--- src/rtl/vid_stream_gen.sv ---
`default_nettype none
// ============================================================================
// Module      : vid_stream_gen
// Description : AXI4-Stream video raster generator with test patterns.
//               Optional frame/stall counters enabled by VGEN_STATUS_EN.
// Revision    : 1.0 - initial release
// ============================================================================
module vid_stream_gen #(
   parameter int DW     = 8,
   parameter int IC     = 48,
   parameter int IR     = 32,
   parameter int TC     = 64,
   parameter int TR     = 40,
   parameter int ICW    = 11,
   parameter int IRW    = 11,
   parameter int REG_DW = 32
) (
   input  logic                clk,
   input  logic                rst,
   input  logic [REG_DW-1:0]   reg_cfg,
   input  logic                m_pix_tready,
   output logic [DW-1:0]       m_pix_tdata,
   output logic                m_pix_tvalid,
   output logic [3:0]          m_pix_tuser,
   output logic                m_pix_tlast,
   output logic [REG_DW-1:0]   reg_sta,
   output logic [2*REG_DW-1:0] reg_cnt
);

   typedef enum logic [1:0] {
      S_IDLE   = 2'd0,
      S_ACTIVE = 2'd1,
      S_HBLANK = 2'd2,
      S_VBLANK = 2'd3
   } state_t;

   localparam logic [ICW-1:0] c_ic_last = ICW'(IC - 1);
   localparam logic [ICW-1:0] c_tc_last = ICW'(TC - 1);
   localparam logic [IRW-1:0] c_ir_last = IRW'(IR - 1);
   localparam logic [IRW-1:0] c_tr_last = IRW'(TR - 1);

   generate
      if (TC <= IC) begin : g_bad_tc
         $error("vid_stream_gen: TC must be greater than IC");
      end
      if (TR <= IR) begin : g_bad_tr
         $error("vid_stream_gen: TR must be greater than IR");
      end
   endgenerate

   state_t          r_state, w_nstate;
   logic [ICW-1:0]  r_x, w_nx;
   logic [IRW-1:0]  r_y, w_ny;
   logic [1:0]      r_pat, w_npat;
   logic [DW-1:0]   r_const, w_nconst;
   logic            w_frame_done;
   logic            w_fire;
   logic            w_stalled;

   logic            r_tvalid, w_nvalid;
   logic [DW-1:0]   r_tdata, w_ndata;
   logic [3:0]      r_tuser, w_nuser;

   assign w_fire    = r_tvalid & m_pix_tready;
   assign w_stalled = r_tvalid & ~m_pix_tready;

   // Next raster position / state
   always_comb begin
      w_nstate     = r_state;
      w_nx         = r_x;
      w_ny         = r_y;
      w_npat       = r_pat;
      w_nconst     = r_const;
      w_frame_done = 1'b0;
      case (r_state)
         S_IDLE: begin
            if (reg_cfg[0]) begin
               w_nstate = S_ACTIVE;
               w_nx     = '0;
               w_ny     = '0;
               w_npat   = reg_cfg[2:1];
               w_nconst = reg_cfg[8 +: DW];
            end
         end
         S_ACTIVE: begin
            if (w_fire) begin
               w_nx = r_x + 1'b1;
               if (r_x == c_ic_last) w_nstate = S_HBLANK;
            end
         end
         S_HBLANK: begin
            if (r_x == c_tc_last) begin
               w_nx     = '0;
               w_ny     = r_y + 1'b1;
               w_nstate = (r_y == c_ir_last) ? S_VBLANK : S_ACTIVE;
            end else begin
               w_nx = r_x + 1'b1;
            end
         end
         S_VBLANK: begin
            if (r_x == c_tc_last) begin
               w_nx = '0;
               if (r_y == c_tr_last) begin
                  w_ny         = '0;
                  w_frame_done = 1'b1;
                  if (reg_cfg[0]) begin
                     w_nstate = S_ACTIVE;
                     w_npat   = reg_cfg[2:1];
                     w_nconst = reg_cfg[8 +: DW];
                  end else begin
                     w_nstate = S_IDLE;
                  end
               end else begin
                  w_ny = r_y + 1'b1;
               end
            end else begin
               w_nx = r_x + 1'b1;
            end
         end
         default: w_nstate = S_IDLE;
      endcase
   end

   // Outputs are decoded from the next position so they come straight from flops
   always_comb begin
      w_nvalid = (w_nstate == S_ACTIVE);
      w_ndata  = '0;
      w_nuser  = '0;
      if (w_nvalid) begin
         w_nuser[1] = (w_nx == '0);
         w_nuser[0] = (w_nx == c_ic_last);
         w_nuser[3] = (w_nx == '0) && (w_ny == '0);
         w_nuser[2] = (w_nx == c_ic_last) && (w_ny == c_ir_last);
         case (w_npat)
            2'd0:    w_ndata = DW'(w_nx);
            2'd1:    w_ndata = DW'(w_ny);
            2'd2:    w_ndata = {DW{w_nx[3] ^ w_ny[3]}};
            default: w_ndata = w_nconst;
         endcase
      end
   end

   always_ff @(posedge clk) begin
      if (rst) begin
         r_state  <= S_IDLE;
         r_x      <= '0;
         r_y      <= '0;
         r_pat    <= '0;
         r_const  <= '0;
         r_tvalid <= 1'b0;
         r_tdata  <= '0;
         r_tuser  <= '0;
      end else begin
         r_state  <= w_nstate;
         r_x      <= w_nx;
         r_y      <= w_ny;
         r_pat    <= w_npat;
         r_const  <= w_nconst;
         r_tvalid <= w_nvalid;
         r_tdata  <= w_ndata;
         r_tuser  <= w_nuser;
      end
   end

   assign m_pix_tvalid = r_tvalid;
   assign m_pix_tdata  = r_tdata;
   assign m_pix_tuser  = r_tuser;
   assign m_pix_tlast  = r_tuser[0];

   assign reg_sta = {{(REG_DW-4){1'b0}}, w_stalled, r_state, (r_state != S_IDLE)};

`ifdef VGEN_STATUS_EN
   logic [REG_DW-1:0] r_frame_cnt;
   logic [REG_DW-1:0] r_stall_cnt;
   logic              w_unused;

   always_ff @(posedge clk) begin
      if (rst) begin
         r_frame_cnt <= '0;
         r_stall_cnt <= '0;
      end else begin
         if (w_frame_done) r_frame_cnt <= r_frame_cnt + 1'b1;
         if (w_stalled)    r_stall_cnt <= r_stall_cnt + 1'b1;
      end
   end

   assign reg_cnt  = {r_stall_cnt, r_frame_cnt};
   assign w_unused = ^reg_cfg;
`else
   logic w_unused;

   assign reg_cnt  = '0;
   assign w_unused = ^{reg_cfg, w_frame_done};
`endif

endmodule
`default_nettype wire

--- config.mk ---
export PLATFORM = sky130hd
export DESIGN_NAME = vid_stream_gen
export DESIGN_NICKNAME = d
export VERILOG_FILES = /design/src/rtl/vid_stream_gen.sv
export SDC_FILE = /design/constraint.sdc
export NUM_CORES = 1
export LEC_CHECK = 0
export CORE_MARGIN = 2
export CORE_UTILIZATION = 47
export DETAILED_ROUTE_END_ITERATION = 6
export GPL_TIMING_DRIVEN = 0
export PLACE_DENSITY = 0.87
export SLEW_MARGIN = 15
export SYNTH_ARGS = -nofsm -noshare
export SYNTH_HDL_FRONTEND = slang
export SYNTH_SLANG_ARGS = --single-unit
--- constraint.sdc ---
create_clock -name clk -period 5.1 [get_ports clk]
set_input_delay 0.51 -clock clk [delete_from_list [all_inputs] [get_ports clk]]
set_output_delay 0.51 -clock clk [all_outputs]
set_load 0.01 [all_outputs]
# == Yosys cells after proc, flatten, opt, wreduce, memory -nomap -nowiden ==
# Cells that the tools add are included.
# classes
n_addsub,2
n_reduce_logical,9
mux,27
eq_ne,12
bitwise_logic,5
# ops
op,n
11-bit two-way mux,7
11-bit one-hot mux with 3 select lines,2
11-bit by 6-bit == test with 1-bit output (second input constant),4
8-bit two-way mux,3
8-bit one-hot mux with 3 select lines,1
11-bit by 1-bit adder with 11-bit output (second input constant),2
11-bit by 5-bit == test with 1-bit output (second input constant),2
11-bit zero test,2
2-bit two-way mux,10
8-bit one-hot mux with 2 select lines,1
2-bit one-hot mux with 4 select lines,1
2-bit by 1-bit == test with 1-bit output (second input constant),3
2-bit == test (second input constant),3
2-bit zero test,2
2-bit one-hot mux with 2 select lines,1
2-bit OR reduction,2
1-bit bitwise AND,2
1-bit logical AND,2
1-bit NOT,2
2-bit nonzero test,1
1-bit two-way mux,1
1-bit XOR,1
# totals
out_inout_bits,110
wordCells,63
ff_bits,47

# == Longest topological paths before layout ==
# depth
depth_word,7
depth_mapped,13
mapped_depth_nobuf,12

# == Least setup slack after synthesis ==
# Ideal clock, no wire load.
# synth_timing
kind,reg-to-reg
startpoint,register r_x[7]
endpoint,register r_tuser[2] (netlist: m_pix_tuser[2])
setup_ns,0.061
path_slack_ns,2.437
stages_incl_launch_ff,9
period_less_slack_ns,2.663
required_time_ns,5.039
arrival_ns,2.601
path_cell_list,dfxtp_1 > or4_4 > buf_6 > or4_1 > o31ai_2 > a2bb2oi_2 > o41ai_1 > or3_1 > and4bb_1
# synth_via
elab_chain_len,7
# synth_lines
element,line_no,source
from (decl),52,"logic [ICW-1:0] r_x, w_nx;"
from (signal assigned),155,r_x <= w_nx;
branches (longest 7 deep; another with 11-bit by 1-bit adder with 11-bit output),--,
to (signal assigned),161,r_tuser <= w_nuser;
to (decl),62,"logic [3:0] r_tuser, w_nuser;"
# Parallel ways; which one is timed is not known.
# A chain may end at the register's enable or synchronous reset.

# == Worst setup path in the final report ==
# layout_timing
startpoint,register r_x[1]
endpoint,register r_tdata[6] (netlist: m_pix_tdata[6])
# layout_via
elab_chain_len,7
# layout_lines
element,line_no,source
branches (longest 7 deep; another with 11-bit by 1-bit adder with 11-bit output),--,
to (signal assigned),160,r_tdata <= w_ndata;
to (decl),61,"logic [DW-1:0] r_tdata, w_ndata;"
# Parallel ways; which one is timed is not known.

==> key figures <==
Global routing
  – GRT Total Usage: around 20%
  – Antenna violations before repair: 0
  – Largest net degree at the start of global routing: 16
  – Grt total ovfl: 0
  – First-pass GRT wire length: 13800 um
  – Vias in the first global route: 2909

Clock tree
  – Clock sink count: 47
  – CTS HTree Levels: 2
  – Worst-path clk slew: around 0.09 ns
  – CTS max path bufs: 2
  – Post-CTS Setup Inserts: 0
  – Cts repair resizes: 0
  – Root Buffer: clkbuf_8
  – Clock insertion delay at the later pin of the skew report: around 0.30 ns
  – CTS tree: done
  – CTS Hold Bufs: 0
  – Number of CTS-inserted buffers: 5

Cells and area
  – Final core utilization: about three fifths
  – Nets@finish: a little over 600
  – Multi-input logic area: around 2100 um^2
  – Final instance area: roughly 4400 um^2
  – Seq. cell area: around 940 um^2
  – Ratio of cells with drive above 1 in the final layout: a little under a quarter
  – Fillers: roughly 650
  – Ant. Diodes: 0
  – Synthesis-to-layout area growth: 24.9%

Job
  – Maxcap violations: 0

Synthesis
  – Netlist cell types: 70
  – Async set or reset register ratio after synthesis: 0%
  – Post-synth EDFFs: 0
  – Seq/Total Area, Yosys: between 20% and 30%
  – Area contributors post-synth: dfxtp_1, buf_4, nor2_1, nand2_1, a21oi_1
  – Top_reg_cell synth: dfxtp_1
  – Count leader, synth: buf_4
  – Synth warn: 0
  – Largest area contributor in the netlist: dfxtp_1
  – Mapped cell area: between 3000 and 4000 um^2
  – Post-synth top area share: a little over a quarter
  – Synth cell count leaders: buf_4, nor2_1, dfxtp_1, nand2_1, a21oi_1
  – Synthesis-stage register bit count: 47
  – Syn Inst Count: 448
  – Syn_area_per_cell: roughly 8 um^2

Worst setup path
  – WP buf/inv: 0
  – Worst-path maximum fanout: 7
  – WP data arrival: 3.56 ns
  – Startpoint Class: flop
  – Critical Path Sink Type: flop
  – Critical Path RT: ~5.3 ns
  – Critical Path Max Stage Delay: between 0.5 and 0.6 ns
  – Largest delay share family, worst path: simple AND/OR/NAND/NOR gates
  – Critical path class: flop to flop
  – CP Cell Sequence: ha_1 -> nand4_1 -> nor4_1 -> o21ai_0 -> a2bb2oi_1 -> xor2_1 -> nor3_1 -> a31oi_1 -> o22ai_1
  – Slowest cell on crit path: a2bb2oi_1

Detailed routing
  – Final WL: roughly 8700 um
  – Initial DRC count: ~310
  – M1 WL: around 3700 um
  – DR pass1 iterations: 5
  – Post-route ant nets: 0
  – WL met3: 799 um
  – Met2 wire len: between 4000 and 5000 um
  – Total number of vias: 3371
  – DRC Markers: 0
  – DR top layer: met4
  – DR WL/cell: between 10 and 15 um
  – Number of vias per cell: approximately 5

Floorplanning
  – Num ports: 145
  – Starting density of the core: 48.6%
  – Die Height: roughly 91 um
  – Total die area: approximately 8000 um^2
  – Die width: a little over 90 um
  – Core box area: between 7000 and 8000 um^2
  – Row count: 31

Placed design
  – DP Area: about 4300 um^2
  – Gp weighted congestion: between 0.9 and 1
  – Detailed placement HPWL: approximately 6800 um
  – Port-buffer cells: 30

STA
  – Unrepaired setup endpoints after global routing: no
  – Setup-failing EPs final: 0
  – Tmin final: approximately 3.3 ns
  – Hold Slack: ~0.51 ns
  – Number of max-slew violations in the final report: 0
  – Final Hold Viols: 0
  – Total Negative Setup Slacks: 0 ns
  – Slew @ Worst Pin: roughly 0.67 ns
  – Final Cycle Share: 65.4%
  – Setup Skew: around 0.0086 ns
  – Max Freq: 0.300 GHz
  – Max_slew headroom: around 55%

Run status
  – Outcome: completed

Pwr
  – Tot Pwr: 906 uW
  – Maximum vdd drop: 134 uV
  – Pwr/cell area: between 200 and 250 nW/um^2
  – Static leakage: just under 2 nW

Hold path
  – Worst Hold Class: flop to flop
[flip-flops by register name (all words and copies together) (netlist names)]
register	flops
r_const	8
r_pat	2
r_y	11
r_x	11
m_pix_tuser	4
r_state	2
m_pix_tdata	8
m_pix_tvalid	1
[final cells by class]
class,count,share of cell area [%]
Sequential cell,47,21.4
Multi-Input combinational cell,373,47.9
Timing Repair Buffer,30,6.82
Buffer,111,17.8
Clock buffer,5,1.56
Tap cell,99,2.81
Inverter,8,0.711
Clock inverter,3,0.995
[routing by layer]
metal | track usage [%] | vias up
li1 | - | 1666
met1 | 26.5 | 1508
met2 | 34.5 | 180
met3 | 3.67 | 17
met4 | 5.13 | 0
met5 | 0 | -
[cell families (layout without fill, tap and decap cells)]
| logic type | after synthesis | after routing | share of synthesized area, % |
|---|---|---|---|
| simple gates | 167 | 167 | 25.4 |
| buf+inv | 119 | 157 | 23.2 |
| compound gates | 100 | 100 | 20.3 |
| flops | 47 | 47 | 26.7 |
| fa+ha+maj | 6 | 6 | 2.13 |
| xor+xnor | 6 | 6 | 1.49 |
| mux | 2 | 2 | 0.639 |
| other cells | 1 | 92 | 0.106 |
[tightest hold or removal path, cell delays in order (launching register included)]
cell and delay (ns):
dfxtp_1 0.32, a22oi_1 0.08, nor2_1 0.08
[layout by cell type, fill, tap and decap left out, drive strengths merged, types with 2 or more instances in the layout]
master / synthesis / routed
a22oi: 13 / 13
nor2: 55 / 55
a21oi: 22 / 22
xor2: 3 / 3
nor3: 9 / 9
nand3: 9 / 9
o221ai: 3 / 3
and3: 3 / 3
or4: 3 / 3
buf: 97 / 97
inv: 7 / 7
nor2b: 10 / 10
o31ai: 2 / 2
a2bb2oi: 4 / 4
a21o: 6 / 6
nand2b: 7 / 7
and2: 2 / 2
a22o: 4 / 4
clkdlybuf4s50: 0 / 30
o32a: 2 / 2
a31oi: 5 / 5
clkinv: 1 / 3
ha: 6 / 6
and4: 3 / 3
a222oi: 3 / 3
nand4: 9 / 9
or2: 4 / 4
dfxtp: 47 / 47
nand2: 35 / 35
clkbuf: 14 / 19
o22ai: 7 / 7
o21ai: 15 / 15
xnor2: 3 / 3
a211oi: 2 / 2
mux2: 2 / 2
or3: 2 / 2
a31o: 2 / 2
conb: 1 / 92
nor4: 11 / 11
[power by group]
group          total, mW  internal, mW  switching (mW)
Clock              0.278         0.146           0.132
Sequential         0.388         0.381         0.00755
Combinational      0.240         0.108           0.131
[through the flow]
stage,setup slack (ns),std cells
3_3_place_gp,1.78,668
5_1_grt,1.58,676
6_report,1.76,676
2_1_floorplan,2.44,539
3_5_place_dp,1.77,668
4_1_cts,1.84,676
[final timing paths]
| path | startpoint | endpoint | slack [ns] | cells past startpoint |
|---|---|---|---|---|
| min | r_const[3] | r_const[3] | 0.51 | 2 |
| max reg2reg | r_x[1] | m_pix_tdata[6] | 1.76 | 9 |
| max | r_x[1] | m_pix_tdata[6] | 1.76 | 9 |
| min reg2reg | r_const[3] | r_const[3] | 0.51 | 2 |
Power figures use the tool's default switching activity.
